## config.mk

```make
export PLATFORM = sky130hd
export DESIGN_NAME = regfile_2r1w
export DESIGN_NICKNAME = d
export VERILOG_FILES = /design/src/rtl/regfile_pkg.sv /design/src/rtl/regfile_clr_seq.sv /design/src/rtl/regfile_2r1w.sv
export SDC_FILE = /design/constraint.sdc
export NUM_CORES = 2
export LEC_CHECK = 0
export CORE_MARGIN = 2
export CORE_UTILIZATION = 50
export CTS_CLUSTER_DIAMETER = 50
export DETAILED_ROUTE_END_ITERATION = 10
export GPL_TIMING_DRIVEN = 0
export PLACE_DENSITY = 0.69
export SLEW_MARGIN = 20
export SYNTH_ARGS = -nofsm -noshare
export SYNTH_HDL_FRONTEND = slang
export SYNTH_SLANG_ARGS = --single-unit
```

## constraint.sdc

```tcl
create_clock -name clk -period 39.1 [get_ports clk]
set_input_delay 9.775 -clock clk [delete_from_list [all_inputs] [get_ports clk]]
set_output_delay 9.775 -clock clk [all_outputs]
set_load 0.01 [all_outputs]
```

## src/rtl/regfile_pkg.sv

```systemverilog
// Shared defaults, level constants and clear-sequencer state encoding for regfile_2r1w.
package regfile_pkg;

    localparam int DATA_W_DEF = 32;
    localparam int ADDR_W_DEF = 5;
    localparam int DATA_D_DEF = 32;

    localparam logic HIGH     = 1'b1;
    localparam logic LOW      = 1'b0;
    localparam logic ENABLE_  = 1'b0;
    localparam logic DISABLE_ = 1'b1;

    typedef enum logic {
        IDLE  = 1'b0,
        CLEAR = 1'b1
    } clr_state_e;

endpackage

```

## src/rtl/regfile_clr_seq.sv

```systemverilog
// Clear sequencer: sweeps every entry once per accepted clr_req and drives a
// per-cycle clear strobe and address into the array.
module regfile_clr_seq
    import regfile_pkg::*;
#(
    parameter int ADDR_W = ADDR_W_DEF,
    parameter int DATA_D = DATA_D_DEF
) (
    input  logic              clk,
    input  logic              reset,
    input  logic              clr_req,
    output logic              busy,
    output logic              clr_we,
    output logic [ADDR_W-1:0] clr_addr
);

    localparam logic [ADDR_W-1:0] LAST = ADDR_W'(DATA_D - 1);

    clr_state_e        state_q, state_d;
    logic [ADDR_W-1:0] cnt_q, cnt_d;
    logic              busy_q, busy_d;

    always_ff @(posedge clk or posedge reset) begin
        if (reset) begin
            state_q <= IDLE;
            cnt_q   <= '0;
            busy_q  <= LOW;
        end else begin
            state_q <= state_d;
            cnt_q   <= cnt_d;
            busy_q  <= busy_d;
        end
    end

    // clr_req is only sampled in IDLE, so a held level cannot restart a running sweep.
    always_comb begin
        state_d = state_q;
        cnt_d   = cnt_q;
        case (state_q)
            IDLE: begin
                if (clr_req == HIGH) begin
                    state_d = CLEAR;
                    cnt_d   = '0;
                end
            end
            CLEAR: begin
                if (cnt_q == LAST) begin
                    state_d = IDLE;
                    cnt_d   = '0;
                end else begin
                    cnt_d = cnt_q + 1'b1;
                end
            end
            default: begin
                state_d = IDLE;
                cnt_d   = '0;
            end
        endcase
        busy_d = (state_d == CLEAR) ? HIGH : LOW;
    end

    always_comb begin
        busy     = busy_q;
        clr_we   = (state_q == CLEAR) ? HIGH : LOW;
        clr_addr = cnt_q;
    end

endmodule

```

## src/rtl/regfile_2r1w.sv

```systemverilog
// Two-read / one-write register file with registered, write-first bypassed reads
// and a hardware clear sweep. Define REGFILE_ZERO_REG_EN to hardwire entry 0 to zero.
module regfile_2r1w
    import regfile_pkg::*;
#(
    parameter int DATA_W = DATA_W_DEF,
    parameter int ADDR_W = ADDR_W_DEF,
    parameter int DATA_D = DATA_D_DEF
) (
    input  logic              clk,
    input  logic              reset,
    input  logic [ADDR_W-1:0] wr_addr,
    input  logic [DATA_W-1:0] wr_data,
    input  logic              we_,
    input  logic [ADDR_W-1:0] rd0_addr,
    output logic [DATA_W-1:0] rd0_data,
    input  logic [ADDR_W-1:0] rd1_addr,
    output logic [DATA_W-1:0] rd1_data,
    input  logic              clr_req,
    output logic              busy
);

    localparam logic [ADDR_W:0] DEPTH = (ADDR_W + 1)'(DATA_D);

    logic [DATA_W-1:0]            mem_q [DATA_D];
    logic [DATA_W-1:0]            mem_d [DATA_D];
    logic [1:0][DATA_W-1:0]       rd_q, rd_d;
    logic [1:0][ADDR_W-1:0]       rd_addr;
    logic                         clr_we;
    logic [ADDR_W-1:0]            clr_addr;
    logic                         wr_blocked;
    logic                         wr_acc;

    function automatic logic in_range(input logic [ADDR_W-1:0] a);
        return ({1'b0, a} < DEPTH);
    endfunction

    regfile_clr_seq #(
        .ADDR_W (ADDR_W),
        .DATA_D (DATA_D)
    ) u_clr_seq (
        .clk      (clk),
        .reset    (reset),
        .clr_req  (clr_req),
        .busy     (busy),
        .clr_we   (clr_we),
        .clr_addr (clr_addr)
    );

`ifdef REGFILE_ZERO_REG_EN
    assign wr_blocked = (wr_addr == '0);
`else
    assign wr_blocked = LOW;
`endif

    assign rd_addr = {rd1_addr, rd0_addr};

    always_comb begin
        wr_acc = (clr_we == LOW) && (we_ == ENABLE_) && in_range(wr_addr) && !wr_blocked;
    end

    // Sweep and external writes are mutually exclusive: writes are only accepted in IDLE.
    always_comb begin
        mem_d = mem_q;
        if (clr_we == HIGH) begin
            mem_d[clr_addr] = '0;
        end
        if (wr_acc) begin
            mem_d[wr_addr] = wr_data;
        end
    end

    always_comb begin
        rd_d = '0;
        for (int unsigned p = 0; p < 2; p++) begin
            if (in_range(rd_addr[p])) begin
                rd_d[p] = mem_q[rd_addr[p]];
            end
            if (wr_acc && (wr_addr == rd_addr[p])) begin
                rd_d[p] = wr_data;
            end
            if ((clr_we == HIGH) && (clr_addr == rd_addr[p])) begin
                rd_d[p] = '0;
            end
`ifdef REGFILE_ZERO_REG_EN
            if (rd_addr[p] == '0) begin
                rd_d[p] = '0;
            end
`endif
        end
    end

    always_ff @(posedge clk or posedge reset) begin
        if (reset) begin
            for (int unsigned i = 0; i < unsigned'(DATA_D); i++) begin
                mem_q[i] <= '0;
            end
            rd_q <= '0;
        end else begin
            mem_q <= mem_d;
            rd_q  <= rd_d;
        end
    end

    assign rd0_data = rd_q[0];
    assign rd1_data = rd_q[1];

endmodule

```

Yosys cells after proc, flatten, opt, wreduce, memory -nomap -nowiden
Index checks and enable logic that the tools add are counted.
- register bits: 1095
- output and inout bits: 65
- word-level logic and storage cells: 91
- add/subtract/negate cells: 1
- magnitude comparators: 6
- equal/unequal tests: 6
- mux-type cells: 25
- bitwise logic cells: 9
- reduce and logical (&&, ||, !) cells: 7
- operators with widths (operator ; number):
    1024-bit 2-to-1 mux ; 2
    1024-bit bitwise AND ; 1
    1024-bit bitwise mux ; 1
    1024-bit NOT ; 1
    32-bit binary-select mux with 5-bit select ; 2
    32-bit demux with 5-bit select ; 2
    32-bit 2-to-1 mux ; 10
    6-bit greater-or-equal comparator, second input constant ; 4
    5-bit NOT with 6-bit output ; 4
    5-bit == test ; 4
    6-bit by 1-bit less-than comparator with 1-bit output, second input constant ; 2
    5-bit 2-to-1 mux ; 2
    5-bit case mux with 2 select lines ; 1
    1-bit logical AND ; 7
    5-bit by 1-bit adder with 5-bit output, second input constant ; 1
    5-bit == test, second input constant ; 1
    1-bit 2-to-1 mux ; 4
    1-bit NOT ; 3
    2-bit != test, second input constant ; 1
    1-bit case mux with 2 select lines ; 1

Logic depth before layout (Yosys ltp)
- depth in word-level cells: 10
- gate-level depth with buffers: 9

By module
Synthesis repeated with hierarchy kept, for this count alone.
- cells, all modules: 4292
- area total of the unflattened synthesis: 56834.5 µm²
- modules (own cells, without submodules) (module ; instances ; cells an instance ; area an instance (µm²)):
    regfile_2r1w ; 1 ; 4262 ; 56525.5
    regfile_clr_seq ; 1 ; 30 ; 309.0

Worst setup path after synthesis
OpenSTA, ideal clock, no wires.
- path type: input to register
- start: input rd1_addr[0]
- end: register rd_q, in the netlist rd1_data[10]
- setup time: 0.122 ns
- arrival: 11.186 ns
- slack: 27.793 ns
- stages: 7
- path through: buf_6 -> buf_6 -> buf_4 -> mux4_2 -> o22ai_1 -> nor2_1 -> a32o_1
- RTL lines (item ; line ; RTL):
    start: declaration ; regfile_2r1w.sv:17 ; input logic [ADDR_W-1:0] rd1_addr,
    end signal: assignment ; regfile_2r1w.sv:101 ; rd_q <= rd_d;
    end: declaration ; regfile_2r1w.sv:27 ; logic [1:0][DATA_W-1:0] rd_q, rd_d;

==> flow_results.org <==
** Timing
- Unrepaired setup endpoints after global routing :: false
- The number of pins with negative max-slew slack in the final report was 0.
- In the final timing run, aggregate negative setup slack is 0 ns.
- Headroom to the max-slew limit came out at 7.484%.
- PnR worst setup slack :: 25.88 ns
- Final setup skew :: 0.03244 ns
- Min Clock Period, post-route :: 13.22 ns
- Setup violators final :: 0
- The tightest hold path in the finished design has a slack of 0.5191 ns.
- Share of the clock period used by the worst path after layout :: 33.81%
- Final count of hold timing violations :: 0
- Static timing analysis puts the maximum clock frequency at 75.66 MHz.
- For the pin with the worst max-slew slack, the measured transition is 1.388 ns.

** Placed design
- In this run, placement finished with an instance count of 5,886.
- Post-detailed-placement half-perimeter wirelength :: 179,200 um
- Setup slack at placement :: 25.63 ns
- The congestion estimate from routability-driven global placement came to 1.036.
- Count of port buffers added during placement :: 73

** Cells and area
- The finished layout holds 6,134 standard cells, fillers aside.
- In the layout the commonest cells are sky130_fd_sc_hd__dfrtp_1, sky130_fd_sc_hd__a22o_1, sky130_fd_sc_hd__mux2i_1.
- Filler instances :: 9,015
- Share of post-route cells with drive strength above 1 :: 21.35%
- Area overhead of the layout relative to synthesis :: 14.36%
- Nets@finish :: 4,594
- Most common library cell in the layout ignoring fill and taps :: sky130_fd_sc_hd__dfrtp_1

** Worst hold path
- Along the worst hold path, the cell count comes to 1.
- Worst min-delay path category :: flop to flop
- The worst hold path begins at mem_q[40].
- The path with the worst hold slack has its endpoint at mem_q[40].

** Logic synthesis
- Synthesis produced 4,287 cells.
- Counting flops with an async set or reset pin after synthesis yields a share of 100.0%.
- During synthesis, Yosys emitted a total of 0 warnings.
- In this run the cell area of the synthesized design comes to 0.05606 mm^2.
- Share of synthesized area occupied by flip-flops and latches :: 48.84%
- The number of different library cells used by synthesis comes to 69.
- Top FF cell, synth :: sky130_fd_sc_hd__dfrtp_1
- Number of storage elements in the synthesis netlist :: 1,094
- EDFF count, synth :: 0
- Each instance of the synthesized netlist takes up on average 13.08 um^2.
- Nets in the synthesized netlist :: 4,343

** Clocking
- TritonCTS built the clock tree.
- H-tree levels :: 4
- Total CTS buffers :: 137
- Number of instances resized during post-cts repair :: 0
- The number of setup buffers added after CTS is 0.
- Cell at the root of the clock tree :: sky130_fd_sc_hd__clkbuf_16
- Clock net sink count :: 1,094
- Clock-pin slew was measured on the worst setup and hold paths at 0.06 ns.
- The number of hold buffers added after CTS was 0.
- The clock passes through at most 3 buffers.
- Clock latency reported for the late side of the worst-skew pair :: 0.78 ns

** Die
- Row Count :: 122
- The floorplan step set the die height to 338.8 um.
- Boundary Pins :: 116
- Die Width :: 338.8 um
- The die covers 0.1148 mm^2.
- The floorplan step defined a core boundary enclosing 0.1110 mm^2.
- Once the floorplan was initialized, standard cells occupied 50.51% of the core.

** Critical path
- The worst setup path is captured at a flop.
- On the critical path, the stage with the largest delay is an instance of sky130_fd_sc_hd__clkdlybuf4s50_1.
- In this run the critical register-to-register path is launched from u_clr_seq.busy.
- Startpoint type of the worst setup path :: primary input
- Data on the critical path is required at its endpoint by 39.74 ns.
- The worst register-to-register path has a depth of 7.
- Of all nets on the critical path, the largest fanout is 10.
- Ordered list of cells on the worst path :: clkdlybuf4s50_1, xor2_1, nor4_1, and3_1, clkbuf_2, a31oi_2, clkbuf_1, a32o_1
- Together, buffers and inverters on the worst path number 3.
- The worst setup path is of the primary input to flop kind.
- Setup slack on the worst flop-to-flop path :: 35.23 ns
- Among cell families on the critical path, the largest total delay comes from buffers and inverters.
- The largest single stage delay on the critical path is 1.02 ns.
- Crit Reg-Reg Endpoint :: mem_q[789]
- Data on the critical path arrives at its endpoint at 13.86 ns.

** Drt
- Initial drt markers :: 8,138
- The final layout contains routed wiring with a total length of 256,200 um.
- The first detailed-routing pass ran for 7 iterations.
- Number of design rule violations left after detail routing :: 0
- Vias per inst :: 7.756
- Dividing the detail-routed wire length by the instance count gives 41.77 um.
- In this run the remaining antenna-violating nets after routing total 0.
- For this block, the via count after detailed routing is 47,574.

** GRT
- Global Route Usage Sum :: 43.96%
- Entering global routing, the biggest net connects 37 pins.
- The number of global-route vias before repair came to 46,273.
- The number of antenna violations at the first check in global routing was 11.
- The first global-routing pass estimated 355,900 um of wire.
- Remaining Overflow, GRT :: 0

** Run status
- Outcome :: completed

** Power
- Worst IR drop on VDD :: 0.00004826 V
- Switching Share :: 31.95%
- Power per unit of standard cell area :: 55.60 mW/mm^2
- Summed over all cells, the static leakage comes to 29.24 nW.
- The analysis attributes to net switching a power of 1.139 mW.
- Seq pwr share :: 41.0%
- Combinational logic is responsible for 22.5% of the overall power.
- The clock network burns 36.5% of the power.
- Internal power :: 2.425 mW

** Run
- Count of max-cap constraint violations :: 0
==> area by class of cell <==
| cell class | instances | area (um^2) | area share, % |
|---|---|---|---|
| antenna | 9 | 22.52 | 0.03513 |
| tap | 1488 | 1862 | 2.904 |
| timing repair buffer | 112 | 1524 | 2.377 |
| clock buffer | 170 | 3797 | 5.924 |
| sequential | 1094 | 27380 | 42.71 |
| buffer | 557 | 2863 | 4.466 |
| multi-input combinational | 2629 | 25880 | 40.37 |
| inverter | 7 | 30.03 | 0.04684 |
| clock inverter | 68 | 753.2 | 1.175 |
==> state kept, by name, indices dropped and copies added (netlist names) <==
name	cells
u_clr_seq.clr_addr	5
u_clr_seq.busy	1
rd1_data	32
mem_q	1024
rd0_data	32
==> routing by layer <==
metal,up-vias,GRT usage [%],wire length [um]
met5,-,1.667,296
met4,12,27.70,20170
met3,1097,20.96,41410
met2,4678,58.30,101300
met1,24165,57.27,93060
li1,17622,-,-
==> synthesized netlist by cell type, drive strengths merged, types with 6 or more instances <==
cell / count / area [um^2]
a2111oi: 32 / 442.9
a211oi: 32 / 240.2
a21oi: 32 / 220.2
a22o: 1024 / 8969
a22oi: 142 / 1066
a32o: 63 / 630.6
and3: 7 / 43.79
buf: 266 / 1757
clkbuf: 291 / 1097
dfrtp: 1094 / 27380
inv: 7 / 26.28
mux2: 148 / 1667
mux2i: 337 / 3373
mux4: 254 / 5720
nand2: 80 / 300.3
nand3: 11 / 60.06
nand3b: 8 / 67.56
nor2: 124 / 615.6
nor2b: 36 / 225.2
nor3: 13 / 80.08
o21ai: 6 / 30.03
o221ai: 23 / 201.4
o22ai: 170 / 1064
xnor2: 6 / 52.55
xor2: 16 / 140.1
==> cells by family (layout without fill, tap and decap cells) <==
group                      after synthesis  after routing  synth area share (%)
muxes                                  739            739                 19.20
AOI/OAI and AO/OA                     1545           1545                 23.26
DFF                                   1094           1094                 48.84
adders and majority gates                5              5                0.1116
other                                    0              9                     0
xor gates and xnor gates                22             22                0.3437
and+or+nand+nor                        318            318                 3.116
buffers and inverters                  564            914                 5.138
==> how the worst max path moves through the flow <==
stage / startpoint / end / slack [ns] / cells past startpoint
2_1_floorplan: reset / mem_q[0] / 14.23 / 1
3_3_place_gp: reset / mem_q[4] / 7.75 / 2
3_5_place_dp: rd0_addr[2] / rd0_data[20] / 25.63 / 8
4_1_cts: rd0_addr[2] / rd0_data[20] / 26.31 / 8
5_1_grt: rd1_addr[2] / rd1_data[1] / 26.26 / 8
6_report: rd0_addr[2] / rd0_data[20] / 25.88 / 8
==> power by group through the flow <==
stage                     sequential, mW  clock (mW)  combinational [mW]
final                               1.46        1.30               0.802
after global routing                1.48        1.34               0.817
after CTS                           1.45        1.29               0.763
after detailed placement            1.46           0               0.759
after global placement              1.46           0               0.737
after floorplan                     1.44           0               0.487
==> metrics by stage <==
stage / instance area (um^2) / utilization, % / power (mW)
finish: 64110 / 57.77 / 3.564
global route: 64090 / 57.75 / 3.634
CTS: 64030 / 57.70 / 3.505
detailed placement: 59480 / 53.60 / 2.222
global placement: 58650 / 52.85 / 2.200
floorplan: 56060 / - / 1.922
Power figures use the tool's default switching activity.
